--- src/rtl/mem_stage.sv ---
// mem_stage: MEM pipeline stage with data-memory handshake, branch resolve and MEM/WB register
module mem_stage #(
  parameter int MAX_WAIT = 15
) (
  input  logic        Clk,
  input  logic        Clr,
  input  logic        mWreg,
  input  logic        mReg2reg,
  input  logic        mWmem,
  input  logic [5:0]  mOp,
  input  logic        mZ,
  input  logic [31:0] mPc,
  input  logic [31:0] mR,
  input  logic [31:0] mS,
  input  logic [4:0]  mRd,
  output logic        Stall,
  output logic        Branch,
  output logic [31:0] BranchPc,
  output logic        DReq,
  output logic        DWe,
  output logic [31:0] DAddr,
  output logic [31:0] DWdata,
  input  logic        DAck,
  input  logic [31:0] DRdata,
  output logic        wWreg,
  output logic        wReg2reg,
  output logic [4:0]  wRd,
  output logic [31:0] wR,
  output logic [31:0] wD,
  output logic        Err
);
  typedef enum logic [1:0] {IDLE, ACCESS, DONE} state_t;
  state_t state, nextState;
  logic [7:0] waitCnt;
  logic abort;
  logic isLoad, isStore, memOp, timeout;
  assign isLoad = mOp == 6'b100011;
  assign isStore = mWmem;
  assign memOp = isLoad | isStore;
  assign timeout = state == ACCESS && !DAck && waitCnt == 8'(MAX_WAIT - 1);
  assign Branch = (mOp == 6'b000100 && mZ) || (mOp == 6'b000101 && !mZ);
  assign BranchPc = mPc;
  // next state and handshake outputs; the request is held stable for the whole ACCESS phase
  always_comb begin
    nextState = state;
    Stall = 1'b0;
    DReq = 1'b0;
    DWe = 1'b0;
    DAddr = 32'h0;
    DWdata = 32'h0;
    nextState = state == IDLE ? (memOp ? ACCESS : IDLE) :
                state == ACCESS ? ((DAck || timeout) ? DONE : ACCESS) : IDLE;
    Stall = (state == IDLE && memOp) || state == ACCESS;
    DReq = state == ACCESS;
    DWe = DReq && isStore;
    DAddr = DReq ? mR : 32'h0;
    DWdata = DReq ? mS : 32'h0;
  end
  // state, wait counter, abort marker and sticky timeout flag
  always_ff @(posedge Clk or posedge Clr) begin
    if (Clr) begin
      state <= IDLE;
      waitCnt <= 8'h0;
      abort <= 1'b0;
      Err <= 1'b0;
    end else begin
      state <= nextState;
      waitCnt <= (state == ACCESS && !DAck && !timeout) ? waitCnt + 8'h1 : 8'h0;
      abort <= timeout ? 1'b1 : (state == DONE ? 1'b0 : abort);
      Err <= Err | timeout;
    end
  end
  // MEM/WB register: bubble while a memop waits, retire on DONE, capture load data on ack
  always_ff @(posedge Clk or posedge Clr) begin
    if (Clr) begin
      wWreg <= 1'b0;
      wReg2reg <= 1'b0;
      wRd <= 5'h0;
      wR <= 32'h0;
      wD <= 32'h0;
    end else if (state == IDLE && memOp) begin
      wWreg <= 1'b0;
    end else if (state == IDLE || state == DONE) begin
      wWreg <= mWreg && !(state == DONE && abort);
      wReg2reg <= mReg2reg;
      wRd <= mRd;
      wR <= mR;
    end else if (DAck && isLoad) begin
      wD <= DRdata;
    end
  end
endmodule

--- config.mk ---
export PLATFORM = sky130hd
export DESIGN_NAME = mem_stage
export DESIGN_NICKNAME = d
export VERILOG_FILES = /design/src/rtl/mem_stage.sv
export SDC_FILE = /design/constraint.sdc
export NUM_CORES = 1
export LEC_CHECK = 0
export BUFFER_PORTS_ARGS = -buffer_cell sky130_fd_sc_hd__buf_4
export CORE_AREA = 2 2 124 126
export DETAILED_ROUTE_END_ITERATION = 12
export DIE_AREA = 0 0 126 128
export MAX_ROUTING_LAYER = met4
export PLACE_DENSITY = 0.66
export SYNTH_ARGS = -nofsm -noshare
export SYNTH_HDL_FRONTEND = slang
export SYNTH_SLANG_ARGS = --single-unit
export TNS_END_PERCENT = 30
--- constraint.sdc ---
create_clock -name Clk -period 2.9 [get_ports Clk]
set_input_delay 0.58 -clock Clk [delete_from_list [all_inputs] [get_ports Clk]]
set_output_delay 0.58 -clock Clk [all_outputs]
set_load 0.05 [all_outputs]
* Word level (Yosys, flattened, before mapping)
Index checks and enable logic that the tools add are counted.
Storage, ports and cells: register bits after elaboration 83, input bits 146, logic and storage cells 54
Operators by class: reduce and logical (&&, ||, !) cells 23, bitwise gates (word level) 4, add/sub/neg operators 1, multiplexer cells 11, equality and inequality tests 6
Operator list (count):
- 2-to-1 mux 32 bit | 2
- == test 6 x 3 -> 1 bit, second input constant | 2
- logical AND 1 bit | 10
- adder 8 x 1 -> 8 bit, second input constant | 1
- == test 8 x 4 -> 1 bit, second input constant | 1
- 2-to-1 mux 8 bit | 1
- == test 6 bit, second input constant | 1
- 2-to-1 mux 2 bit | 3
- 2-to-1 mux 1 bit | 5
- logical NOT 1 bit | 4
- logical OR 1 bit | 4
- nonzero test 2 bit | 2
- AND reduction 3 bit | 1
- == test 2 x 1 -> 1 bit, second input constant | 1
- == test 2 bit, second input constant | 1
- logical NOT 2 bit | 1
- NOT 1 bit | 2
- OR 1 bit | 2
- AND reduction 2 bit | 1

* Logic depth before layout (Yosys ltp)
Gate-level depths: netlist of run 1.
depth in word-level cells 7, mapped depth 5

* Least setup slack after synthesis of run 1
OpenSTA, ideal clock, no wires.
path kind input port to output port, from input mOp[1], to output Branch, stages 2, setup slack 23 ps, required time 2320 ps, arrival time 2297 ps, cell sequence or4b_2 -> nor3_1
On the way: longest elaborated chain between the ends 3, elaborated cells on any way between the ends 5
Ends and longest elaborated chain:
- from (decl) | RTL line 10 | input logic [5:0] mOp,
- == test 6 x 3 -> 1 bit | RTL line 41 | assign Branch = (mOp == 6'b000100 && mZ) || (mOp == 6'b000101 && !mZ);
- logical AND 1 bit | RTL line 41
- logical OR 1 bit * | RTL line 41
- to (decl) | RTL line 17 | output logic Branch,
Every way passes the cells marked *; elsewhere a longest branch is shown, timed or not.

* Worst setup path after layout of run 1
from register state[0], to output DWdata[2]
On the way: longest elaborated chain between the ends 2
Ends and longest elaborated chain:
- from (decl) | RTL line 33 | state_t state, nextState;
- from (signal assigned) | RTL line 67 | state <= nextState;
- == test 2 x 1 -> 1 bit | RTL line 54 | DReq = state == ACCESS;
- 2-to-1 mux 32 bit | RTL line 57 | DWdata = DReq ? mS : 32'h0;
- to (decl) | RTL line 22 | output logic [31:0] DWdata,
No other way between the ends.

==> flow_summary.ini, run 1 <==
[status]
status = finished clean

[timing]
tightest_slew_ns = 0.743
fmax_mhz = 396
final.setup_skew_ns = 0.00346
relSlewSlack_pct = 50.5
finalSetupViolCount = 0
fin_crit_sh_pct = 87.1
finalSetupTns_ns = 0
maxSlewViolCount = 0
hold_viol_final = 0
rsz0062_at_grt = false
period_needed_ns = 2.53

[drt]
drtAntennaViolNets = 0
wirelength_mm = 11.5
vias = 3208
first_iter_violations = 84
post_drt_wl_per_cell_um = 15.6
avgViaCountPerCell = 4.37
drt_pass1_iterations = 4
drc = 0

[clock_network]
clock_latency_ns = 0.34
cts-root-buf = clkbuf_16
cts_buffers = 9
clk_pin_slew_ns = 0.06
clock-sinks = 83
clockBufferDepth = 2
cts_setup_buffers = 0
ctsHoldBuffers = 0
tritoncts = yes
cts_max_level = 3
ctsResizeCount = 0

[floorplan]
core_sq_um = 14900
die_area_sq_um = 16100
initial_utilization_pct = 27.6
die_x_um = 126
io_pins = 318
fp-row-count = 45
chipHeight_um = 128

[pwr]
p_leak_uw = 0.00320
power.total_uw = 6200
power_density_nw_per_um2 = 990
ir_worst_vdd_mv = 0.619

[critical_path]
max_stage_delay_ns = 0.52
end_kind = output port
worstSetupPathType = reg2out
worstPathRequired_ns = 2.32
path_max_fanout = 49
start_kind = flop
cp_slowest_cell = dfrtp_1
r2r_cells = 4
cp_cell_sequence = and2b_2 -> buf_12 -> and2_1 -> buf_4
cp.arrival_ns = 1.95

[final_layout]
area_growth_pct = 52.8
fillCellCount = 1428
layout-drive-gt1-share_pct = 63.7
nets = 691
final_cells = 734
antenna_cells = 0

[logic_synthesis]
yosys_register_bits = 83
ys_top_cells_by_area = dfrtp_1, mux2_2, and2_1
synthesis.instances = 322
avgSynthCellArea_sq_um = 12.7
syn_nets = 470
yosys.cell_count.top_type = dfrtp_1
ys.flop_type = dfrtp_1
synth_edf_count = 0
synth_top_area_cell = dfrtp_1
synthTopCellsByCount = dfrtp_1, and2_1, mux2_2
synth.distinct_cells = 40
yosysSeqAreaShare_pct = 50.6
synth_top_area_share_pct = 50.6
syn_area_sq_um = 4100
yosys_warnings = 0
ys_async_sr_fraction_pct = 100

[global_route]
grt_pass1_vias = 3304
grt_pass1_wl_mm = 17.4
grt_use_total_pct = 14.3
overflow = 0
antenna_found_initial = 0
grt_max_degree = 50

[placed_design]
portBuffers = 253
gp_congestion = 0.836
placed_cells = 720
place_hpwl_mm = 8.99

[flow_run]
drv_cap = 0

[min_path]
hp-class = in2async
## registers in the layout, summed over array words and instances, names as in the netlist
register	count
wWreg	1
wR	32
Err	1
waitCnt	8
wReg2reg	1
wRd	5
wD	32
abort	1
state	2
## final cells by class
| class | count | area, sq um | share of cell area (%) |
|---|---|---|---|
| Clock inverter | 5 | 104 | 1.66 |
| Sequential cell | 83 | 2080 | 33.1 |
| Timing Repair Buffer | 258 | 1960 | 31.3 |
| Clock buffer | 9 | 225 | 3.59 |
| Tap cell | 188 | 235 | 3.75 |
| Inverter | 3 | 12.5 | 0.200 |
| Multi-Input combinational cell | 188 | 1650 | 26.4 |
## worst paths after layout
check	end	from	slack, ns
max in group asynchronous	waitCnt[4]	Clr	1.87
max	DWdata[2]	state[0]	0.37
min reg2reg	Err	Err	0.47
max reg2reg	wR[12]	state[1]	0.92
min in group Clk	wD[24]	DRdata[24]	0.46
min	wD[28]	Clr	0.35
## cells by family after synthesis
kind of cell	synth area share (%)
compound gates	3.05
xor+xnor	0.427
fa+ha+maj	0.610
buf+inv	9.33
flops	50.6
mux	21.0
simple gates	14.9
## through the flow
stage	setup WS, ns	hold slack [ns]	instance area, sq um	utilization [%]
floorplan	0.0232	0.467	4100	-
global placement	0.489	0.451	5940	39.9
detailed placement	0.462	0.451	5940	39.9
CTS	0.320	0.361	6270	42.2
global route	0.215	0.394	6270	42.2
finish	0.374	0.349	6270	42.2
## worst max-delay path: cells and delay by family, from the launching register on
family / cells / cell delay (ns)
DFF: 1 / 0.52
buffers and inverters: 2 / 0.44
and+or+nand+nor: 2 / 0.63
## where the power goes
group | switching (uW) | internal [uW]
Sequential | 180 | 1440
Clock | 440 | 831
Combinational | 2190 | 1120
Total | 2810 | 3400
## placed cells by master (no fill, tap or decap), types with 2 or more instances in the layout
master       n
nand2_1      3
nand2b_1     3
mux2_2      49
clkbuf_16    9
clkinv_2     2
ha_1         2
nor3b_1      3
buf_12       2
a21oi_1      6
or3_1        3
nor2_1       3
xnor2_1      2
and2_1      66
bufinv_16    3
o21ai_0      3
mux2_4      20
inv_1        2
nand3_1      3
dfrtp_1     83
nor3_1       2
buf_4      256
## layer usage
metal	part of all wire [%]	global-route usage (%)
met5	0	-
met4	2.5	5.62
met3	9.3	5.55
met2	48	22.6
met1	40	16.4
Note: power is estimated with default switching activity, not from simulation.
==> inputs of run 2 (changes only) <==
PLACE_DENSITY = 0.68   (was 0.66)
clock period = 2.2 ns   (was 2.9 ns; I/O delays follow)
==> flow_summary.ini, run 2 (same netlist as run 1, synthesis figures left out) <==
[status]
status = finished clean

[clock_network]
clock-sinks = 83
ctsResizeCount = 0
clk_pin_slew_ns = 0.06
clockBufferDepth = 2
cts_setup_buffers = 0
cts_buffers = 9
cts_max_level = 3
clock_latency_ns = 0.34
ctsHoldBuffers = 0
tritoncts = yes
cts-root-buf = clkbuf_16

[pwr]
p_leak_uw = 0.00322
power_density_nw_per_um2 = 1290
ir_worst_vdd_mv = 0.651

[global_route]
grt_use_total_pct = 13.9
overflow = 0
grt_max_degree = 84
antenna_found_initial = 1
grt_pass1_vias = 3295
grt_pass1_wl_mm = 17.2

[floorplan]
die_area_sq_um = 16100
fp-row-count = 45
chipHeight_um = 128
core_sq_um = 14900
io_pins = 318
initial_utilization_pct = 27.6
die_x_um = 126

[timing]
relSlewSlack_pct = 70.2
fin_crit_sh_pct = 96.4
finalSetupTns_ns = 0
maxSlewViolCount = 0
fmax_mhz = 472
hold_viol_final = 0
final.setup_skew_ns = 0.0130
finalSetupViolCount = 0
period_needed_ns = 2.12
tightest_slew_ns = 0.444

[drt]
drt_pass1_iterations = 4
post_drt_wl_per_cell_um = 15.5
drc = 0
first_iter_violations = 69
drtAntennaViolNets = 0
avgViaCountPerCell = 4.40
wirelength_mm = 11.4
vias = 3250

[critical_path]
worstSetupPathType = reg2out
cpLargestDelayFamily = simple AND/OR/NAND/NOR gates
worstPathRequired_ns = 1.76
r2r-end = state[0]
end_kind = output port
cp.arrival_ns = 1.68
r2r_cells = 5
start_kind = flop
worstSetupEndpoint = DWdata[19]
r2r_slack_ns = 0.35
cp_slowest_cell = dfrtp_2
path_max_fanout = 26
crit_buf_inv = 2
cp_cell_sequence = and2b_4 -> buf_12 -> and2_1 -> buf_6
startpoint = state[1]
r2r-start = waitCnt[0]
max_stage_delay_ns = 0.45
worst-path-stages = 4

[flow_run]
drv_cap = 0

[placed_design]
placed_cells = 723
portBuffers = 253
place_hpwl_mm = 8.84
gp_congestion = 0.793

[final_layout]
reg_top3 = wD x32, wR x32, waitCnt x8
area_growth_pct = 54.4
nets = 695
antenna_cells = 0
layout-drive-gt1-share_pct = 64.2
most-common-layout-cells = buf_4, dfrtp_1, and2_1, mux2_2, mux2_4
mostFrequentLayoutCell = buf_4
final_cells = 739

[min_path]
hp-class = in2async
[run 2: worst register-to-register path, cell delays in order, from the launching register on]
cell and delay [ns]:
dfrtp_1 0.43, inv_1 0.08, ha_1 0.13, or4b_1 0.52
o31ai_2 0.42, o31ai_1 0.14
[run 2: cell type report]
| cell class | instances | area (sq um) |
|---|---|---|
| well taps | 188 | 235 |
| clock buffers | 10 | 229 |
| flip-flops and latches | 83 | 2080 |
| inverters | 3 | 15.0 |
| multi-input cells | 188 | 1660 |
| clock inverters | 5 | 78.8 |
| repair buffers | 262 | 2040 |
| fillers | 1406 | 8530 |
[run 2: power breakdown]
group / leakage, uW / switching (uW) / total [uW] / internal [uW]
Combinational: 0.00201 / 2930 / 4470 / 1550
Clock: 0.000152 / 572 / 1560 / 985
Sequential: 0.00106 / 220 / 2120 / 1900
[run 2: metrics by stage]
| step | util, % | total power, uW | hold WS (ns) | cell area (sq um) | setup slack [ns] |
|---|---|---|---|---|---|
| global placement | 40.3 | 6550 | 0.465 | 5990 | 0.161 |
| detailed placement | 40.3 | 6590 | 0.459 | 5990 | 0.162 |
| CTS | 42.4 | 8210 | 0.244 | 6300 | 0.0284 |
| global route | 42.6 | 8530 | 0.256 | 6340 | -0.0127 |
| finish | 42.6 | 8150 | 0.227 | 6340 | 0.0796 |
| floorplan | - | 5360 | 0.467 | 4110 | -0.0256 |
[run 2: worst min path at each step]
stage | endpoint | slack, ns | depth (start not counted)
2_1_floorplan | abort | 0.47 | 1
3_3_place_gp | Err | 0.46 | 1
3_5_place_dp | Err | 0.46 | 1
4_1_cts | wR[4] | 0.24 | 3
5_1_grt | wR[4] | 0.26 | 3
6_report | wR[9] | 0.23 | 3
[run 2: metal layers]
metal / track usage [%] / vias to the layer above / share of wire, %
met5: - / - / 0
met4: 6.40 / 0 / 3.2
met3: 4.67 / 31 / 8.4
met2: 20.6 / 168 / 46
met1: 17.2 / 1539 / 42
li1: - / 1512 / -
